===== src/rtl/ahb_arbiter.sv =====
// rtl/ahb_arbiter.sv - burst/lock-aware AHB bus arbiter; define AHB_ARB_FIXED_PRIO_EN for fixed priority (default round-robin)
module ahb_arbiter #(
  parameter int MAT_NUM       = 4,
  parameter int HMASTER_WIDTH = 8,
  parameter int HBURST_WIDTH  = 3
) (
  input  logic                     hclk,
  input  logic                     hreset,
  input  logic [MAT_NUM-1:0]       hbusreq,
  input  logic [MAT_NUM-1:0]       hlock,
  input  logic [1:0]               htrans,
  input  logic [HBURST_WIDTH-1:0]  hburst,
  input  logic                     hready,
  output logic [MAT_NUM-1:0]       hgrant,
  output logic [HMASTER_WIDTH-1:0] hmaster,
  output logic                     hmastlock
);

  localparam int IDX_W = (MAT_NUM > 1) ? $clog2(MAT_NUM) : 1;

  localparam logic [1:0] TR_IDLE   = 2'b00;
  localparam logic [1:0] TR_BUSY   = 2'b01;
  localparam logic [1:0] TR_NONSEQ = 2'b10;
  localparam logic [1:0] TR_SEQ    = 2'b11;

  typedef enum logic [1:0] {
    ST_ARB   = 2'd0,
    ST_BURST = 2'd1,
    ST_LOCK  = 2'd2
  } state_t;

  state_t                   state_q, state_d;
  logic [3:0]               cnt_q, cnt_d;
  logic [MAT_NUM-1:0]       grant_q, grant_d;
  logic [HMASTER_WIDTH-1:0] hmaster_q, hmaster_d;
  logic                     hmastlock_q, hmastlock_d;

  logic                     arb_en;
  logic [IDX_W-1:0]         owner_idx;
  logic                     owner_req;
  logic                     owner_lock;
  logic                     fixed_burst;
  logic [3:0]               burst_len_m1;
  logic [IDX_W-1:0]         win_idx;
  logic                     win_found;

  assign hgrant    = grant_q;
  assign hmaster   = hmaster_q;
  assign hmastlock = hmastlock_q;

  // Binary index of the current grant holder (grant is always one-hot)
  always_comb begin
    owner_idx = '0;
    for (int i = 0; i < MAT_NUM; i++) begin
      if (grant_q[i]) begin
        owner_idx = IDX_W'(i);
      end
    end
  end

  assign owner_req  = hbusreq[owner_idx];
  assign owner_lock = hlock[owner_idx];

  // Fixed-length burst decode: beats minus one, so the NONSEQ beat is already counted
  always_comb begin
    fixed_burst  = 1'b0;
    burst_len_m1 = 4'd0;
    case (hburst)
      HBURST_WIDTH'(2), HBURST_WIDTH'(3): begin
        fixed_burst  = 1'b1;
        burst_len_m1 = 4'd3;
      end
      HBURST_WIDTH'(4), HBURST_WIDTH'(5): begin
        fixed_burst  = 1'b1;
        burst_len_m1 = 4'd7;
      end
      HBURST_WIDTH'(6), HBURST_WIDTH'(7): begin
        fixed_burst  = 1'b1;
        burst_len_m1 = 4'd15;
      end
      default: begin
        fixed_burst  = 1'b0;
        burst_len_m1 = 4'd0;
      end
    endcase
  end

`ifdef AHB_ARB_FIXED_PRIO_EN
  // Fixed priority: lowest requesting index wins
  always_comb begin
    win_idx   = '0;
    win_found = 1'b0;
    for (int i = MAT_NUM - 1; i >= 0; i--) begin
      if (hbusreq[i]) begin
        win_idx   = IDX_W'(i);
        win_found = 1'b1;
      end
    end
  end
`else
  logic [IDX_W-1:0] ptr_q, ptr_d;

  // Round-robin: scan from pointer+1 upward with wrap; pointer itself is checked last
  always_comb begin
    logic [IDX_W:0] cand;
    win_idx   = '0;
    win_found = 1'b0;
    cand      = '0;
    for (int k = MAT_NUM; k >= 1; k--) begin
      cand = {1'b0, ptr_q} + (IDX_W + 1)'(k);
      if (cand >= (IDX_W + 1)'(MAT_NUM)) begin
        cand = cand - (IDX_W + 1)'(MAT_NUM);
      end
      if (hbusreq[cand[IDX_W-1:0]]) begin
        win_idx   = cand[IDX_W-1:0];
        win_found = 1'b1;
      end
    end
  end

  // Pointer follows the winner; an empty arbitration leaves it alone
  always_comb begin
    ptr_d = ptr_q;
    if (hready && arb_en && win_found) begin
      ptr_d = win_idx;
    end
  end

  // Round-robin pointer register
  always_ff @(posedge hclk) begin
    if (hreset) begin
      ptr_q <= '0;
    end else begin
      ptr_q <= ptr_d;
    end
  end
`endif

  // State register: everything holds while hready is low, reset wins regardless
  always_ff @(posedge hclk) begin
    if (hreset) begin
      state_q     <= ST_ARB;
      cnt_q       <= 4'd0;
      grant_q     <= MAT_NUM'(1);
      hmaster_q   <= '0;
      hmastlock_q <= 1'b0;
    end else begin
      state_q     <= state_d;
      cnt_q       <= cnt_d;
      grant_q     <= grant_d;
      hmaster_q   <= hmaster_d;
      hmastlock_q <= hmastlock_d;
    end
  end

  // Next-state: decide whether the grant is held or re-arbitrated on this accepted edge
  always_comb begin
    state_d = state_q;
    cnt_d   = cnt_q;
    arb_en  = 1'b0;
    if (hready) begin
      case (state_q)
        ST_ARB: begin
          if (owner_lock && owner_req) begin
            state_d = ST_LOCK;
          end else if ((htrans == TR_NONSEQ) && fixed_burst) begin
            state_d = ST_BURST;
            cnt_d   = burst_len_m1;
          end else if (owner_req && (hburst == HBURST_WIDTH'(1)) && (htrans != TR_IDLE)) begin
            state_d = ST_ARB;
          end else begin
            arb_en = 1'b1;
          end
        end
        ST_BURST: begin
          case (htrans)
            TR_SEQ: begin
              if (cnt_q == 4'd1) begin
                state_d = ST_ARB;
                cnt_d   = 4'd0;
                arb_en  = 1'b1;
              end else begin
                cnt_d = cnt_q - 4'd1;
              end
            end
            TR_BUSY: begin
              state_d = ST_BURST;
            end
            default: begin
              // IDLE or NONSEQ ends the burst early
              state_d = ST_ARB;
              cnt_d   = 4'd0;
              arb_en  = 1'b1;
            end
          endcase
        end
        ST_LOCK: begin
          // Release returns to ARB with the grant held for one more accepted cycle
          if (!owner_lock) begin
            state_d = ST_ARB;
          end
        end
        default: begin
          state_d = ST_ARB;
        end
      endcase
    end
  end

  // Outputs: hmaster/hmastlock track the old owner, grant moves only on arbitration
  always_comb begin
    grant_d     = grant_q;
    hmaster_d   = hmaster_q;
    hmastlock_d = hmastlock_q;
    if (hready) begin
      hmaster_d   = HMASTER_WIDTH'(owner_idx);
      hmastlock_d = owner_lock;
      if (arb_en) begin
        grant_d = '0;
        if (win_found) begin
          grant_d[win_idx] = 1'b1;
        end else begin
          grant_d[0] = 1'b1;
        end
      end
    end
  end

endmodule


===== config.mk =====
export PLATFORM = sky130hd
export DESIGN_NAME = ahb_arbiter
export DESIGN_NICKNAME = d
export VERILOG_FILES = /design/src/rtl/ahb_arbiter.sv
export SDC_FILE = /design/constraint.sdc
export NUM_CORES = 1
export LEC_CHECK = 0
export CAP_MARGIN = 30
export CORE_MARGIN = 3
export CORE_UTILIZATION = 50
export DETAILED_ROUTE_END_ITERATION = 7
export DONT_BUFFER_PORTS = 1
export GPL_TIMING_DRIVEN = 0
export PLACE_DENSITY = 0.68
export SLEW_MARGIN = 20
export SYNTH_ARGS = -nofsm -noshare
export SYNTH_HDL_FRONTEND = slang
export SYNTH_SLANG_ARGS = --single-unit

===== constraint.sdc =====
create_clock -name hclk -period 1.95 [get_ports hclk]
set_input_delay 0.0975 -clock hclk [delete_from_list [all_inputs] [get_ports hclk]]
set_output_delay 0.0975 -clock hclk [all_outputs]
set_load 0.01 [all_outputs]

# --- After elaboration in Yosys (flattened, before gate mapping) ---
# Index checks and enable logic that the tools add are counted.
word_totals:
  elab_cells: 114
  inputBits: 16
  output_inout_bits: 13
  regBits: 15
classes:
  eq_ne: 19
  n_reduce_logical: 17
  magnitude_cmp: 11
  addsub: 9
  n_mux: 52
op_table:
  columns: ["operator", "n"]
  rows:
  - ["$mux 2", 15]
  - ["$mux 1", 19]
  - ["$lt 2x3->1 const B", 6]
  - ["$pmux 4 s2", 2]
  - ["$bmux 1 s2", 6]
  - ["$eq 3x3->1 const B", 4]
  - ["$ge 3x3->1 const B", 4]
  - ["$mux 4", 3]
  - ["$pmux 4 s3", 1]
  - ["$ne 2x2->1 const B", 4]
  - ["$sub 2x1->2 const B", 4]
  - ["$logic_and 1x1->1", 7]
  - ["$add 2x2->3 const B", 2]
  - ["$eq 2x2->1 const B", 3]
  - ["$eq 3x2->1 const B", 2]
  - ["$pmux 2 s3", 1]
  - ["$reduce_or 2->1", 3]
  - ["$reduce_or 6->1", 1]
  - ["$reduce_and 5->1", 1]
  - ["$eq 2x1->1 const B", 2]
  - ["$eq 4x1->1 const B", 1]
  - ["$ne 4x4->1 const B", 1]
  - ["$pmux 1 s2", 2]
  - ["$pmux 2 s2", 1]
  - ["12 further kinds", 13]

# --- Depth between registers and ports, before layout ---
depth:
  ltp_word: 14
  mapped_depth: 7

# --- Worst setup path before layout ---
# No wires, ideal clock.
synth_timing:
  path_type: "register to register"
  start: "register grant_q[1], in the netlist hgrant[1]"
  end: "register grant_q[1], in the netlist hgrant[1]"
  t_arrival_ps: 1997
  setup_time_ps: 121
  period_less_slack_ps: 2118
  stages_incl_launch_ff: 6
  path_slack_ps: -168
  required_ps: 1829
  path_buffers: 0
  cell_sequence: "dfxtp_1 > mux2_4 > a221o_1 > o21a_1 > a221o_1 > mux2_4"
synth_between:
  elab_chain_cells: 13
  elab_cells_between_ends: 16
  cone_classes: "mux (12); reduce/logical (4)"
synth_lines:
  columns: ["item", "line", "rtl"]
  rows:
  - ["start, declared", "34", "logic [MAT_NUM-1:0] grant_q, grant_d;"]
  - ["start signal, assigned", "150", "grant_q <= grant_d;"]
  - ["$mux 1 (*)", "55", "if (grant_q[i]) begin"]
  - ["$mux 2 (*) (2 in series)", "55", null]
  - ["$bmux 1 s2", "61", "assign owner_req = hbusreq[owner_idx];"]
  - ["$mux 1 (not written as such)", "61", null]
  - ["$logic_and 1x1->1 (2 in series)", "169", "end else if (owner_req && (hburst == HBURST_WIDTH'(1)) && (htrans != TR_IDLE)) begin"]
  - ["$mux 1", "169", null]
  - ["$mux 1", "166", "end else if ((htrans == TR_NONSEQ) && fixed_burst) begin"]
  - ["$mux 1 (*)", "164", "if (owner_lock && owner_req) begin"]
  - ["$pmux 1 s2 (*)", "162", "case (state_q)"]
  - ["$mux 1 (*)", "161", "if (hready) begin"]
  - ["$reduce_and 2->1 (no line) (*)", null, null]
# Mark *: on every way between the ends. The rest lies on a longest branch, timed or not. The select of a mux whose other input is x is not followed.
# A chain may end at the register's enable or synchronous reset.

# --- Worst setup path in the final report ---
# Ends and elaborated chain as after synthesis.

==> results by group <==
Timing
  – Worst-Margin Slew: roughly 540 ps
  – Worst Clk Skew: 12.38 ps
  – Tmin final: 1998 ps
  – Pins Over Slew Limit: 0
  – Final setup margin: -48.46 ps
  – Fmax: 0.5004 GHz
  – # setup viols final: 4
  – Fin crit share: 102.5%
  – RSZ-0062 raised after global routing: yes
  – Final Hold Vio Count: 0
  – Slew headroom: 63.91%

Global routing
  – First-pass GRT wire length: 3.657 mm
  – Antenna violations before repair: 0
  – Vias in the first global route: 868
  – GR Util All Layers: ~18%
  – GR Overflow Total: 0
  – Largest net degree at the start of global routing: 11

Route
  – Drt total wl: 2.369 mm
  – Antenna-violating nets left: 0
  – Routed via count: around 1k
  – DRT iter0 DRCs: 21
  – Vias per cell: 5.774
  – First-pass iteration count of the detailed router: 4
  – DRC errors left: 0
  – Avg WL per Cell: around 13 um

Outcome
  – Failing checks: setup timing
  – Outcome: finished with violations

Logic synthesis
  – Synthesized area per cell: 7.873 um^2
  – Post-synth ARST share: 0%
  – Mapped Area: between 1000 and 1500 um^2
  – Synth cell types: 42
  – Top cell type's share of synthesized area: around 28%
  – Syn Inst Count: 137
  – FF+latch count, synth: 15
  – EDFF count, synth: 0
  – Synth area leader: dfxtp_1
  – Synthesis Warnings: 0
  – Dominant cells by area after synthesis: dfxtp_1 28%, nor2_1 5.9%, nand2b_1 5.8%, mux2i_1 5.6%, o21ai_0 4.2%
  – Main synth FF type: dfxtp_1
  – Seq/Total Area, Yosys: 27.84%

Place
  – Hpwl dp: about 1.8 mm
  – Final Wtd Congestion: ~0.83
  – Buffers added on ports: 0
  – Place WS: -298.5 ps

Worst hold path
  – Hold Path Sink: hgrant[3]
  – Worst min-delay path class: in2reg
  – Hold Path Stages: 3
  – Worst Hold Launch: hbusreq[0]

Setup path
  – Arrival @ worst endpoint: between 2000 and 2500 ps
  – FF-to-FF End: hgrant[1]
  – CP peak stage delay: approximately 400 ps
  – WS Path Type: reg2reg
  – Worst endpoint required time: between 2000 and 2500 ps
  – Register-to-Register Setup Slack: -50 ps
  – Worst Setup End Kind: flip-flop
  – RR Startpoint: hgrant[1]
  – R2R cell count: 5
  – Startpoint types: flip-flop
  – Critical path's slowest cell: dfxtp_4
  – Crit path cell chain: mux2_4 > a221o_1 > o21a_1 > a221o_1 > mux2_4
  – Maximum fanout along the worst path: 5

Pwr
  – Combinational Power Share: approximately a third
  – Sw Share: 33.48%
  – Power per cell area: 660.2 nW/um^2
  – Lkg Pwr: ~0.0005 uW
  – Internal power: 544.5 uW
  – Peak VDD IR: about 0.00037 V
  – Seq pwr share: 45.6%
  – Psw: approximately 270 uW
  – Clk pwr share: ~22%

Die
  – Die ar.: approximately 2800 um^2
  – Die height: about 52 um
  – Std-Cell Rows: 16
  – Initial Util: between 50% and 60%
  – Io pins: 29
  – Core box area: approximately 2000 um^2
  – Die Width: between 50 and 60 um

Clock tree
  – H-tree levels: 1
  – CTS tree: done
  – CTS clk-pin slew, worst paths: 100 ps
  – TritonCTS Buffers: 3
  – Clock sinks: 15
  – CTS Hold Buffers Added: 0
  – Root buffer cell: clkbuf_4
  – Clk_lat worst skew: between 200 and 300 ps
  – Clock buffer depth: 2

Final layout
  – Multi-input gate area: roughly 760 um^2
  – Share of layout cells above drive strength 1: between 10% and 20%
  – Nets@finish: 169
  – Area growth from synthesis to layout: 14.97%
  – Post-layout util: 61.94%
  – N_diodes: 0
  – Fillers: ~190
  – FF/Latch Area: around 310 um^2

Job
  – Max cap viols: 0
==> timing repair <==
item,CTS,global route
gates resized for setup,3,6
endpoints found under the setup margin,7,10
buffers inserted,4,0
pin swaps,2,4
==> through the flow <==
stage / TNS, ps / cells / hold WS (ps) / total power (uW) / instance area, um^2
after detailed placement: -844.7 / 169 / 416.0 / 601.9 / 1135
after global routing: -302.0 / 177 / 142.4 / 872.4 / 1240
after global placement: -837.3 / 169 / 415.8 / 597.6 / 1135
after floorplan: -62.85 / 142 / 371.1 / 561.4 / 1101
after CTS: -76.42 / 177 / 124.0 / 804.2 / 1200
final: -90.01 / 177 / 129.3 / 818.6 / 1240
==> how the worst max path moves through the flow <==
stage               startpoint  slack [ps]         to
finish               hgrant[1]         -50  hgrant[1]
global route         hgrant[1]        -100  hgrant[1]
CTS                  hgrant[1]         -50  hgrant[1]
detailed placement   hgrant[3]        -300   ptr_q[0]
global placement     hgrant[3]        -290   ptr_q[0]
floorplan            hgrant[1]         -60  hgrant[1]
==> cell usage in the layout (no fill, tap or decap), types with 5 or more instances in the layout <==
| cell type | n |
|---|---|
| a21oi_1 | 5 |
| buf_4 | 10 |
| conb_1 | 6 |
| dfxtp_1 | 13 |
| inv_1 | 6 |
| mux2i_1 | 6 |
| nand2_1 | 5 |
| nand2b_1 | 10 |
| nand3_1 | 6 |
| nor2_1 | 17 |
| o21ai_0 | 8 |
==> power groups by stage <==
stage / logic [uW] / registers (uW) / clock network (uW)
finish: 265 / 373 / 181
global route: 293 / 377 / 202
CTS: 247 / 372 / 185
detailed placement: 224 / 378 / 0
global placement: 222 / 375 / 0
floorplan: 193 / 368 / 0
==> critical path, delay by kind of cell, from the launching register on <==
family             cells  cell delay, ps
muxes                  2             610
DFF                    1             400
AOI/OAI and AO/OA      3             880
==> cells in the mapped netlist (2+ instances only) <==
cell type / count
nor3_1: 4
a221o_1: 2
a21oi_1: 5
a311oi_1: 2
nand2b_1: 10
o21a_1: 2
nor2_1: 17
nor4bb_1: 2
a211oi_1: 2
buf_4: 6
mux2_4: 2
inv_1: 6
dfxtp_1: 15
and3b_1: 2
mux2i_1: 6
nand3_1: 6
ha_1: 2
o31ai_1: 3
clkbuf_1: 4
o21ai_0: 9
nor4_1: 2
nand2_1: 5
nor2b_1: 4
==> cells by family (layout without fill, tap and decap cells) <==
group                      Yosys count  in the layout  share of synthesized area [%]
muxes                                9              9                          9.397
buffers and inverters               16             24                          7.656
and+or+nand+nor                     59             59                          29.93
DFF                                 15             15                          27.84
other                                1              6                         0.3477
AOI/OAI and AO/OA                   35             35                          22.51
adders and majority gates            2              2                          2.320
==> routing by layer <==
metal / GRT usage, % / up-vias / share of wire, %
met3: 3.704 / 4 / 6.8
met1: 23.83 / 464 / 46
met4: 6.383 / 0 / 1.1
met5: 0 / - / 0
li1: - / 516 / -
met2: 27.69 / 38 / 46
==> registers in the layout, indices dropped and copies added, names as in the netlist <==
signal / cells
hmaster: 2
hmastlock: 1
cnt_q: 4
hgrant: 4
ptr_q: 2
state_q: 2
==> area by class of cell <==
class / count / area share, %
multi-input cells: 111 / 61.35
flip-flops and latches: 15 / 24.62
plain buffers: 10 / 4.844
well taps: 27 / 2.725
repair buffers: 4 / 2.422
clock buffers: 3 / 1.816
inverters: 6 / 1.816
clock inverters: 1 / 0.4036
No activity file was read; power rests on OpenSTA's default activity.
